===== src/rtl/btn_pulse_gen.sv =====
// Push-button front end for the stopwatch: two-flop synchronisers, a shared
// debounce sample prescaler, one ARM/IDLE/HELD debounce FSM per button and
// registered one-clock press pulses that are never high in the same cycle.
module btn_pulse_gen #(
    parameter int CLK_DIV    = 50000,  // clk cycles per debounce sample tick (>=2)
    parameter int DB_SAMPLES = 4       // consecutive differing samples to accept (>=1)
) (
    input  logic clk,
    input  logic rst_n,
    input  logic pb_start,
    input  logic pb_lap,
    output logic start_stop_pulse,
    output logic lap_reset_pulse,
    output logic start_level,
    output logic lap_level
);

    localparam int PW = (CLK_DIV > 1) ? $clog2(CLK_DIV) : 1;
    localparam int CW = $clog2(DB_SAMPLES + 1);
    localparam logic [PW-1:0] PRE_MAX  = PW'(CLK_DIV - 1);
    localparam logic [CW-1:0] CNT_LAST = CW'(DB_SAMPLES - 1);

    // ARM is the post-reset state: it waits for a release before any press
    // can count, so a button held through reset never produces a pulse.
    typedef enum logic [1:0] {
        ARM  = 2'd0,
        IDLE = 2'd1,
        HELD = 2'd2
    } btn_state_t;

    typedef struct packed {
        btn_state_t    state;
        logic [CW-1:0] cnt;
        logic          req;
    } btn_step_t;

    logic          sync1_start, sync_start;
    logic          sync1_lap, sync_lap;
    logic [PW-1:0] pre_cnt;
    logic          tick;
    btn_state_t    state_start, state_lap;
    logic [CW-1:0] cnt_start, cnt_lap;
    btn_step_t     nxt_start, nxt_lap;
    logic          pend_lap;

    // One debounce step for one button: count consecutive tick samples that
    // differ from the reference level and move the FSM once enough are seen.
    function automatic btn_step_t btn_step(input btn_state_t state,
                                           input logic [CW-1:0] cnt,
                                           input logic sync_val,
                                           input logic tick_en);
        btn_step_t r;
        logic      ref_lvl;
        // NOTE: every field gets a default first so no path through the
        // combinational logic leaves a value unassigned (no latches).
        r.state = state;
        r.cnt   = cnt;
        r.req   = 1'b0;
        ref_lvl = (state != IDLE);
        if (tick_en) begin
            if (sync_val != ref_lvl) begin
                if (cnt == CNT_LAST) begin
                    r.cnt = '0;
                    case (state)
                        ARM:     r.state = IDLE;
                        IDLE: begin
                            r.state = HELD;
                            r.req   = 1'b1;
                        end
                        HELD:    r.state = IDLE;
                        default: r.state = ARM;
                    endcase
                end else begin
                    r.cnt = cnt + CW'(1);
                end
            end else begin
                r.cnt = '0;
            end
        end
        return r;
    endfunction

    // Two-flop synchronisers for the asynchronous raw buttons.
    always_ff @(posedge clk or negedge rst_n) begin
        if (!rst_n) begin
            sync1_start <= 1'b0;
            sync_start  <= 1'b0;
            sync1_lap   <= 1'b0;
            sync_lap    <= 1'b0;
        end else begin
            // NOTE: non-blocking assignments make both stages sample the old
            // values on the same edge, giving a true two-flop chain.
            sync1_start <= pb_start;
            sync_start  <= sync1_start;
            sync1_lap   <= pb_lap;
            sync_lap    <= sync1_lap;
        end
    end

    // Free-running sample prescaler, 0..CLK_DIV-1.
    always_ff @(posedge clk or negedge rst_n) begin
        if (!rst_n) begin
            pre_cnt <= '0;
        end else if (tick) begin
            pre_cnt <= '0;
        end else begin
            pre_cnt <= pre_cnt + PW'(1);
        end
    end

    assign tick = (pre_cnt == PRE_MAX);

    // Debounce FSM state and sample counters for both buttons.
    always_ff @(posedge clk or negedge rst_n) begin
        if (!rst_n) begin
            state_start <= ARM;
            state_lap   <= ARM;
            cnt_start   <= '0;
            cnt_lap     <= '0;
        end else begin
            state_start <= nxt_start.state;
            state_lap   <= nxt_lap.state;
            cnt_start   <= nxt_start.cnt;
            cnt_lap     <= nxt_lap.cnt;
        end
    end

    // Next-state, counter and press-request logic for both buttons.
    always_comb begin
        nxt_start = btn_step(state_start, cnt_start, sync_start, tick);
        nxt_lap   = btn_step(state_lap, cnt_lap, sync_lap, tick);
    end

    // Registered levels and pulses; a coincident lap request is deferred one
    // clock through pend_lap. The next edge is never a tick (CLK_DIV>=2), so
    // no new start request can collide with the deferred lap pulse.
    always_ff @(posedge clk or negedge rst_n) begin
        if (!rst_n) begin
            start_level      <= 1'b0;
            lap_level        <= 1'b0;
            start_stop_pulse <= 1'b0;
            lap_reset_pulse  <= 1'b0;
            pend_lap         <= 1'b0;
        end else begin
            start_level      <= (nxt_start.state == HELD);
            lap_level        <= (nxt_lap.state == HELD);
            start_stop_pulse <= nxt_start.req;
            lap_reset_pulse  <= pend_lap | (nxt_lap.req & ~nxt_start.req);
            pend_lap         <= nxt_lap.req & nxt_start.req;
        end
    end

endmodule


===== config.mk =====
export PLATFORM = sky130hd
export DESIGN_NAME = btn_pulse_gen
export DESIGN_NICKNAME = d
export VERILOG_FILES = /design/src/rtl/btn_pulse_gen.sv
export SDC_FILE = /design/constraint.sdc
export NUM_CORES = 1
export LEC_CHECK = 0
export ABC_CLOCK_PERIOD_IN_PS = 2000
export BUFFER_PORTS_ARGS = -buffer_cell sky130_fd_sc_hd__buf_2
export CORE_UTILIZATION = 45
export DETAILED_ROUTE_END_ITERATION = 16
export MAX_ROUTING_LAYER = met4
export PLACE_DENSITY_LB_ADDON = 0.05
export SYNTH_ARGS = -nofsm -noshare
export SYNTH_HDL_FRONTEND = slang
export SYNTH_SLANG_ARGS = --single-unit

===== constraint.sdc =====
create_clock -name clk -period 2 [get_ports clk]
set_input_delay 0.2 -clock clk [delete_from_list [all_inputs] [get_ports clk]]
set_output_delay 0.2 -clock clk [all_outputs]
set_load 0.02 [all_outputs]

Word-level counts from Yosys, hierarchy flattened
Cells that the tools add are included.

cells by class
  reductions and logical operators = 4
  add/sub/neg operators = 3
  equal/unequal tests = 13
  bitwise logic cells = 4
  multiplexer cells = 19

operators with widths
  operator                                              number
  adder 16 x 1 -> 16 bit (second input constant)        1
  equality test 16 bit (second input constant)          1
  two-way mux 16 bit                                    1
  two-way mux 3 bit                                     4
  two-way mux 6 bit                                     2
  equality test 2 bit (second input constant)           4
  two-way mux 2 bit                                     4
  case mux 2 bit (2 select lines)                       2
  adder 3 x 1 -> 3 bit (second input constant)          2
  equality test 3 x 2 -> 1 bit (second input constant)  2
  two-way mux 1 bit                                     6
  equality test 2 x 1 -> 1 bit (second input constant)  2
  zero test 2 bit                                       2
  != test 2 x 1 -> 1 bit (second input constant)        2
  OR reduction 2 bit                                    2
  AND 1 bit                                             2
  != test 1 bit                                         2
  NOT 1 bit                                             1
  OR 1 bit                                              1

word-level totals
  flip-flop bits (word level) = 35
  word-level logic and storage cells = 57
  input port bits = 4

Logic depth before layout (Yosys ltp)
Gate-level depths: netlist (run 1).

  word-level depth = 9
  gate-level depth with buffers = 7
  depth with buffers taken out = 5

Least setup slack after synthesis (run 1)
No wires, ideal clock.

  kind = flip-flop to flip-flop
  start point = register pre_cnt[0]
  end point = register lap_reset_pulse
  setup time = 0.120 ns
  cell stages (with the launch flop) = 8
  arrival = 1.475 ns
  setup slack = 0.405 ns
  path through = dfrtp_1 > ha_1 > and3_1 > buf_2 > and4_1 > buf_6 > buf_6 > a31o_1

on the way
  cells in the longest elaborated chain, start to end = 5
  elaborated cells on any way between the ends = 6
  classes of those cells = eq/ne: 1; mux: 2; bitwise: 3

ends and longest elaborated chain
  element                 line  text
  start, declared         39    logic [PW-1:0] pre_cnt;
  start signal, assigned  107   pre_cnt <= pre_cnt + PW'(1);
  equality test 16 bit *  111   assign tick = (pre_cnt == PRE_MAX);
  two-way mux 6 bit       60    if (tick_en) begin
  NOT 1 bit               148   lap_reset_pulse <= pend_lap | (nxt_lap.req & ~nxt_start.req);
  AND 1 bit *             148
  OR 1 bit *              148
  end signal, assigned    148
  end, declared           13    output logic lap_reset_pulse,

Every way passes the cells marked *; elsewhere a longest branch is shown, timed or not.
A chain may end at the register's enable or synchronous reset.

Worst setup path in the final report (run 1)
  start point = register pre_cnt[0]
  end point = register cnt_start[0]

on the way
  cells in the longest elaborated chain, start to end = 1

ends and longest elaborated chain
  element               line  text
  equality test 16 bit  111
  end signal, assigned  123   cnt_start <= nxt_start.cnt;
  end, declared         42    logic [CW-1:0] cnt_start, cnt_lap;

No other way between the ends.

==> results of run 1 <==
-- flip-flops by register name, summed over array words and instances (netlist names), 2 cells and up --
name	flops
cnt_lap	3
cnt_start	3
pre_cnt	16
state_lap	2
state_start	2
-- area by class of cell --
class,instances,area (sq um)
Clock buffer,5,37.5
Clock inverter,3,43.8
Inverter,7,26.3
Fill cell,328,1580
Timing Repair Buffer,13,87.6
Sequential cell,35,876
Multi-Input combinational cell,98,659
Tap cell,46,57.6
-- what timing repair did --
item                                    4_1_cts  5_1_grt
buffers inserted                              0        0
endpoints found under the hold margin        37        0
gates resized for setup                       0        2
endpoints found under the setup margin        0        2
hold buffers                                  3        0
-- through the flow --
step | util, % | setup slack [ps] | total power, W
3_3_place_gp | 49.8 | 255 | 0.000748
6_report | 53.2 | 286 | 0.00125
2_1_floorplan | - | 405 | 0.000731
4_1_cts | 53.1 | 160 | 0.00127
3_5_place_dp | 49.8 | 188 | 0.000749
5_1_grt | 53.2 | 51.9 | 0.00130
-- layer usage --
metal / track usage, % / share of wire [%] / vias to the layer above
met2: 27.3 / 44 / 15
met1: 24.7 / 50 / 519
met3: 5.67 / 3.3 / 8
met5: - / 0 / -
met4: 9.52 / 2.5 / 0
li1: - / - / 532
-- kinds of logic (layout without fill, tap and decap cells) --
logic type	Yosys count	in the layout	share of synthesized area, %
buf+inv	10	28	3.39
xor+xnor	18	18	9.94
simple gates	64	64	23.7
fa+ha+maj	3	3	2.37
flops	35	35	55.2
compound gates	13	13	5.36
-- placed cells by master, fill, tap and decap left out --
master / instances
clkbuf_4: 5
o21a_1: 2
xnor2_1: 13
inv_1: 7
a31oi_1: 2
nand2b_1: 3
and4bb_1: 1
o22ai_1: 1
nand3_1: 13
buf_4: 3
bufinv_16: 1
dlygate4sd3_1: 3
nor3_1: 5
nand4_1: 6
nor4_2: 2
xor2_1: 5
a21oi_1: 1
and2_1: 1
and4bb_2: 1
buf_2: 7
clkinv_2: 1
and4_4: 1
a211o_1: 1
nor4b_2: 1
o21ai_2: 1
ha_1: 3
nand2_1: 5
and4b_2: 1
nor4b_1: 2
o21ai_0: 4
and3_1: 1
clkinv_4: 1
dfrtp_1: 35
nor4_1: 1
a31o_1: 1
nor2b_1: 6
nor2_1: 14
-- worst max-delay path: cells and delay by family, from the launching register on --
kind / cells / cell delay (ps)
compound gates: 1 / 170
fa+ha+maj: 1 / 210
buf+inv: 1 / 190
flops: 1 / 400
simple gates: 3 / 670
-- worst paths after layout --
| kind | startpoint | end | cells past startpoint |
|---|---|---|---|
| worst max-delay path | pre_cnt[0] | cnt_start[0] | 6 |
| worst min-delay path | sync1_lap | sync_lap | 0 |
| worst max register to register | pre_cnt[0] | cnt_start[0] | 6 |
| worst min register to register | sync1_lap | sync_lap | 0 |
| max in group asynchronous | rst_n | pre_cnt[5] | 2 |
| min in group asynchronous | rst_n | pre_cnt[14] | 2 |
-- power by group through the flow --
| stage | clock [W] | combinational (W) | sequential [W] |
|---|---|---|---|
| CTS | 0.000532 | 0.0000257 | 0.000714 |
| detailed placement | 0 | 0.0000213 | 0.000728 |
| global route | 0.000560 | 0.0000287 | 0.000714 |
| global placement | 0 | 0.0000208 | 0.000728 |
| floorplan | 0 | 0.00000381 | 0.000727 |
| finish | 0.000515 | 0.0000243 | 0.000714 |
==> reports/summary.txt, run 1 <==
final hold vios - 0
Starting Density - 47.2%
placed instance area - 0.00167 sq mm
DRT Wirelength - 2.77 mm
Slew headroom - 49.7%
LEAKAGE - 0.795 nW
Antenna Nets Post-Route - 0
Core Area - 0.00336 sq mm
outcome - complete, no violations
Via density - 5.19
r2r setup slk - 290 ps
share of the synthesized area in the top cell type - 55.2%
final period utilization - 85.7%
Async SR Flop Fraction - 100%
Hold WC Path Type - flip-flop to flip-flop
CP max stage cell - dfrtp_1
Cell Area, Synth - 0.00159 sq mm
Final Cell Area - 0.00179 sq mm
crit-path max cell delay - 400 ps
post-synthesis sequential area ratio - 55.2%
Yosys top cell by area - dfrtp_1
first-pass GRT wire length - 4.85 mm
CTS sink cnt - 35
vias in the first global route - 1054
pins over their slew limit - 0
die extent in y - 61.4 um
most instantiated cells after synthesis - dfrtp_1 (35), nor2_1 (14), nand3_1 (13), xnor2_1 (13), inv_1 (7)
#FFs+latches synth - 35
dominant synthesized flop cell - dfrtp_1
Layout Nets - 167
fin cells - 207
Cells after Synth - 143
synth warn - 0
placed instance count - 196
Die ar. - 0.00377 sq mm
switching power - 0.000271 W
largest buffer count on any clock path - 2
Post-Route Setup TNS - 0 ps
clk_skew - 12.5 ps
clk slew on worst S/H paths - 100 ps
Placer Congestion - 0.819
worst path cell trace - ha_1, and3_1, and4_4, buf_4, nand3_1, o21ai_0
ANT cells - 0
Remaining DRCs - 0
Starting DRT DRC Count - 36
Via Count - 1074
Max-Cap Viols - 0
worst path required time - 2270 ps
Mean Syn Cell Area - 11.1 sq um
Sw Ratio - 21.6%
Die Span X - 61.4 um
Cell Pwr Density - 701 mW/mm^2
DRT Pass-1 Iters - 4
IO Count - 8
initial antenna violation count - 0
Total GRT Usage - 19.1%
HPWL Detailed - 1.98 mm
root buf cell - clkbuf_4
Syn Nets - 150
largest net degree at the start of global routing - 36
total congestion overflow - 0
Worst-Skew Late Latency - 360 ps
Peak supply drop - 299 uV
worst-margin pin slew - 754 ps
P&R area growth vs syn - 12.7%
DR WL/cell - 13.4 um
CTS tree - done
Gate power share - 1.9%
Final min period - 1710 ps
fraction of layout cells with a size suffix above 1 - 15.5%
synth top area cells - dfrtp_1 (55%), xnor2_1 (7.2%), nand3_1 (4.1%)
Crit. End Element - flip-flop
Setup Crit Path Kind - flip-flop to flip-flop
# rows - 21
Int Pwr - 0.000982 W
CTS Buf Count - 5
Post-synth EDFFs - 0
Seq pwr share - 57.0%
Startpoint Class - flip-flop
Clock Power Share - 41.1%
Cell variety after synth - 32
crit-path max FO - 11
H-tree lvl count - 2
unrepaired setup endpoints after global routing - false
final setup fails - 0
fmax - 583 MHz
count leader, synth - dfrtp_1
Hold WS - 362 ps
IO buf count - 7
Crit path arrival time - 1980 ps
Note: power is estimated with default switching activity, not from simulation.
==> run 2: changes to the inputs <==
Settings changed: BUFFER_PORTS_ARGS -buffer_cell sky130_fd_sc_hd__buf_2 to -buffer_cell sky130_fd_sc_hd__buf_4.
==> run 2 against run 1 <==
Net effect:
- global-route usage is 1.5 points lower
- wire length is 1.8% lower
- combinational power is 7% higher
- core utilization is 0.67 points lower
- first-iteration DRC count is 100% higher
- critical endpoint unchanged
==> reports/summary.txt, run 2 (synthesized netlist as in run 1, its figures left out) <==
Biggest register - pre_cnt
Starting DRT DRC Count - 72
leading registers by flop count - pre_cnt (16), cnt_lap (3), cnt_start (3)
P&R area growth vs syn - 11.3%
Total GRT Usage - 17.6%
Placer Congestion - 0.823
most frequent cells in the layout - dfrtp_1 (35), nor2_1 (14), xnor2_1 (13), nand3_1 (13), buf_4 (8)
Setup Crit Path Kind - flip-flop to flip-flop
Peak supply drop - 416 uV
final hold vios - 0
Reg2Reg Capture Point - cnt_start[0]
LEAKAGE - 0.770 nW
unrepaired setup endpoints after global routing - false
fraction of layout cells with a size suffix above 1 - 14.5%
total congestion overflow - 0
DRT Wirelength - 2.72 mm
Final min period - 1790 ps
initial antenna violation count - 0
largest buffer count on any clock path - 2
crit-path max FO - 11
final period utilization - 89.6%
CTS Buf Count - 5
reg2reg start - pre_cnt[0]
die extent in y - 61.4 um
vias in the first global route - 977
Die ar. - 0.00377 sq mm
Cell Pwr Density - 637 mW/mm^2
Crit path arrival time - 2040 ps
Worst-Skew Late Latency - 340 ps
fmax - 558 MHz
clk slew on worst S/H paths - 120 ps
clk_skew - 12.6 ps
pins over their slew limit - 0
Remaining DRCs - 0
r2r setup slk - 210 ps
Slew headroom - 70.8%
Via Count - 1056
Startpoint Class - flip-flop
outcome - complete, no violations
most common cell after layout, fill and taps aside - dfrtp_1
Layout Nets - 165
Max-Cap Viols - 0
Setup crit start - pre_cnt[0]
Crit. End Element - flip-flop
Die Span X - 61.4 um
Starting Density - 47.2%
R2R depth - 6
Critical Path Sink - cnt_start[0]
IO Count - 8
Hold WC Path Type - input pin to asynchronous set/reset pin
first-pass GRT wire length - 4.53 mm
worst path required time - 2250 ps
worst-margin pin slew - 437 ps
root buf cell - clkbuf_4
Post-Route Setup TNS - 0 ps
IO buf count - 7
Antenna Nets Post-Route - 0
number of flip-flops in the largest register - 16
DRT Pass-1 Iters - 4
Core Area - 0.00336 sq mm
H-tree lvl count - 2
DR WL/cell - 13.3 um
final core occ - 52.5%
ANT cells - 0
largest net degree at the start of global routing - 36
final setup fails - 0
HPWL Detailed - 1.93 mm
# rows - 21
CTS tree - done
Via density - 5.15
CTS sink cnt - 35
run 2: area by class of cell:
cell class	instances	area, sq um
fill	321	1600
sequential	35	876
multi-input combinational	98	658
timing repair buffer	11	90.1
tap	46	57.6
clock buffer	5	37.5
inverter	7	26.3
clock inverter	3	20.0
run 2: timing repair:
action                                 4_1_cts  5_1_grt
resized for setup                            0        1
setup buffers                                0        0
endpoints found under the hold margin       37        0
setup endpoints to repair                    0        2
hold buffers                                 3        0
run 2: worst max-delay path, stage by stage (launching register included):
cell	delay (ps)
dfrtp_1	410
ha_1	220
and3_1	270
and4_2	330
buf_4	200
nand3_1	100
o21ai_0	180
run 2: worst min-delay path by stage:
stage | from | to | slack, ps | cells past startpoint
final | rst_n | start_level | 330 | 2
after global routing | rst_n | state_start[0] | 370 | 2
after CTS | rst_n | start_level | 340 | 2
after detailed placement | rst_n | pre_cnt[12] | 180 | 1
after global placement | rst_n | pre_cnt[12] | 180 | 1
after floorplan | rst_n | cnt_lap[0] | -100 | 0
run 2: metrics by stage:
stage | hold slack (ps) | cell area, sq um | total power (W) | worst slack (ps) | cells
2_1_floorplan | -95.6 | 1590 | 0.000731 | 405 | 143
6_report | 328 | 1770 | 0.00112 | 208 | 205
4_1_cts | 338 | 1760 | 0.00114 | 147 | 205
5_1_grt | 375 | 1770 | 0.00118 | 21.2 | 205
3_5_place_dp | 176 | 1680 | 0.000750 | 170 | 194
3_3_place_gp | 175 | 1680 | 0.000750 | 263 | 194
run 2: where the power goes:
group          switching [W]  internal (W)
combinational      0.0000162    0.00000988
sequential        0.00000252      0.000711
clock               0.000250      0.000134
total               0.000269      0.000856
run 2: routing by layer:
metal,GRT usage [%],wire length (um),vias up
li1,-,-,528
met4,7.62,49,0
met1,23.9,1440,507
met3,4.41,64,6
met5,-,0,-
met2,25.0,1170,15
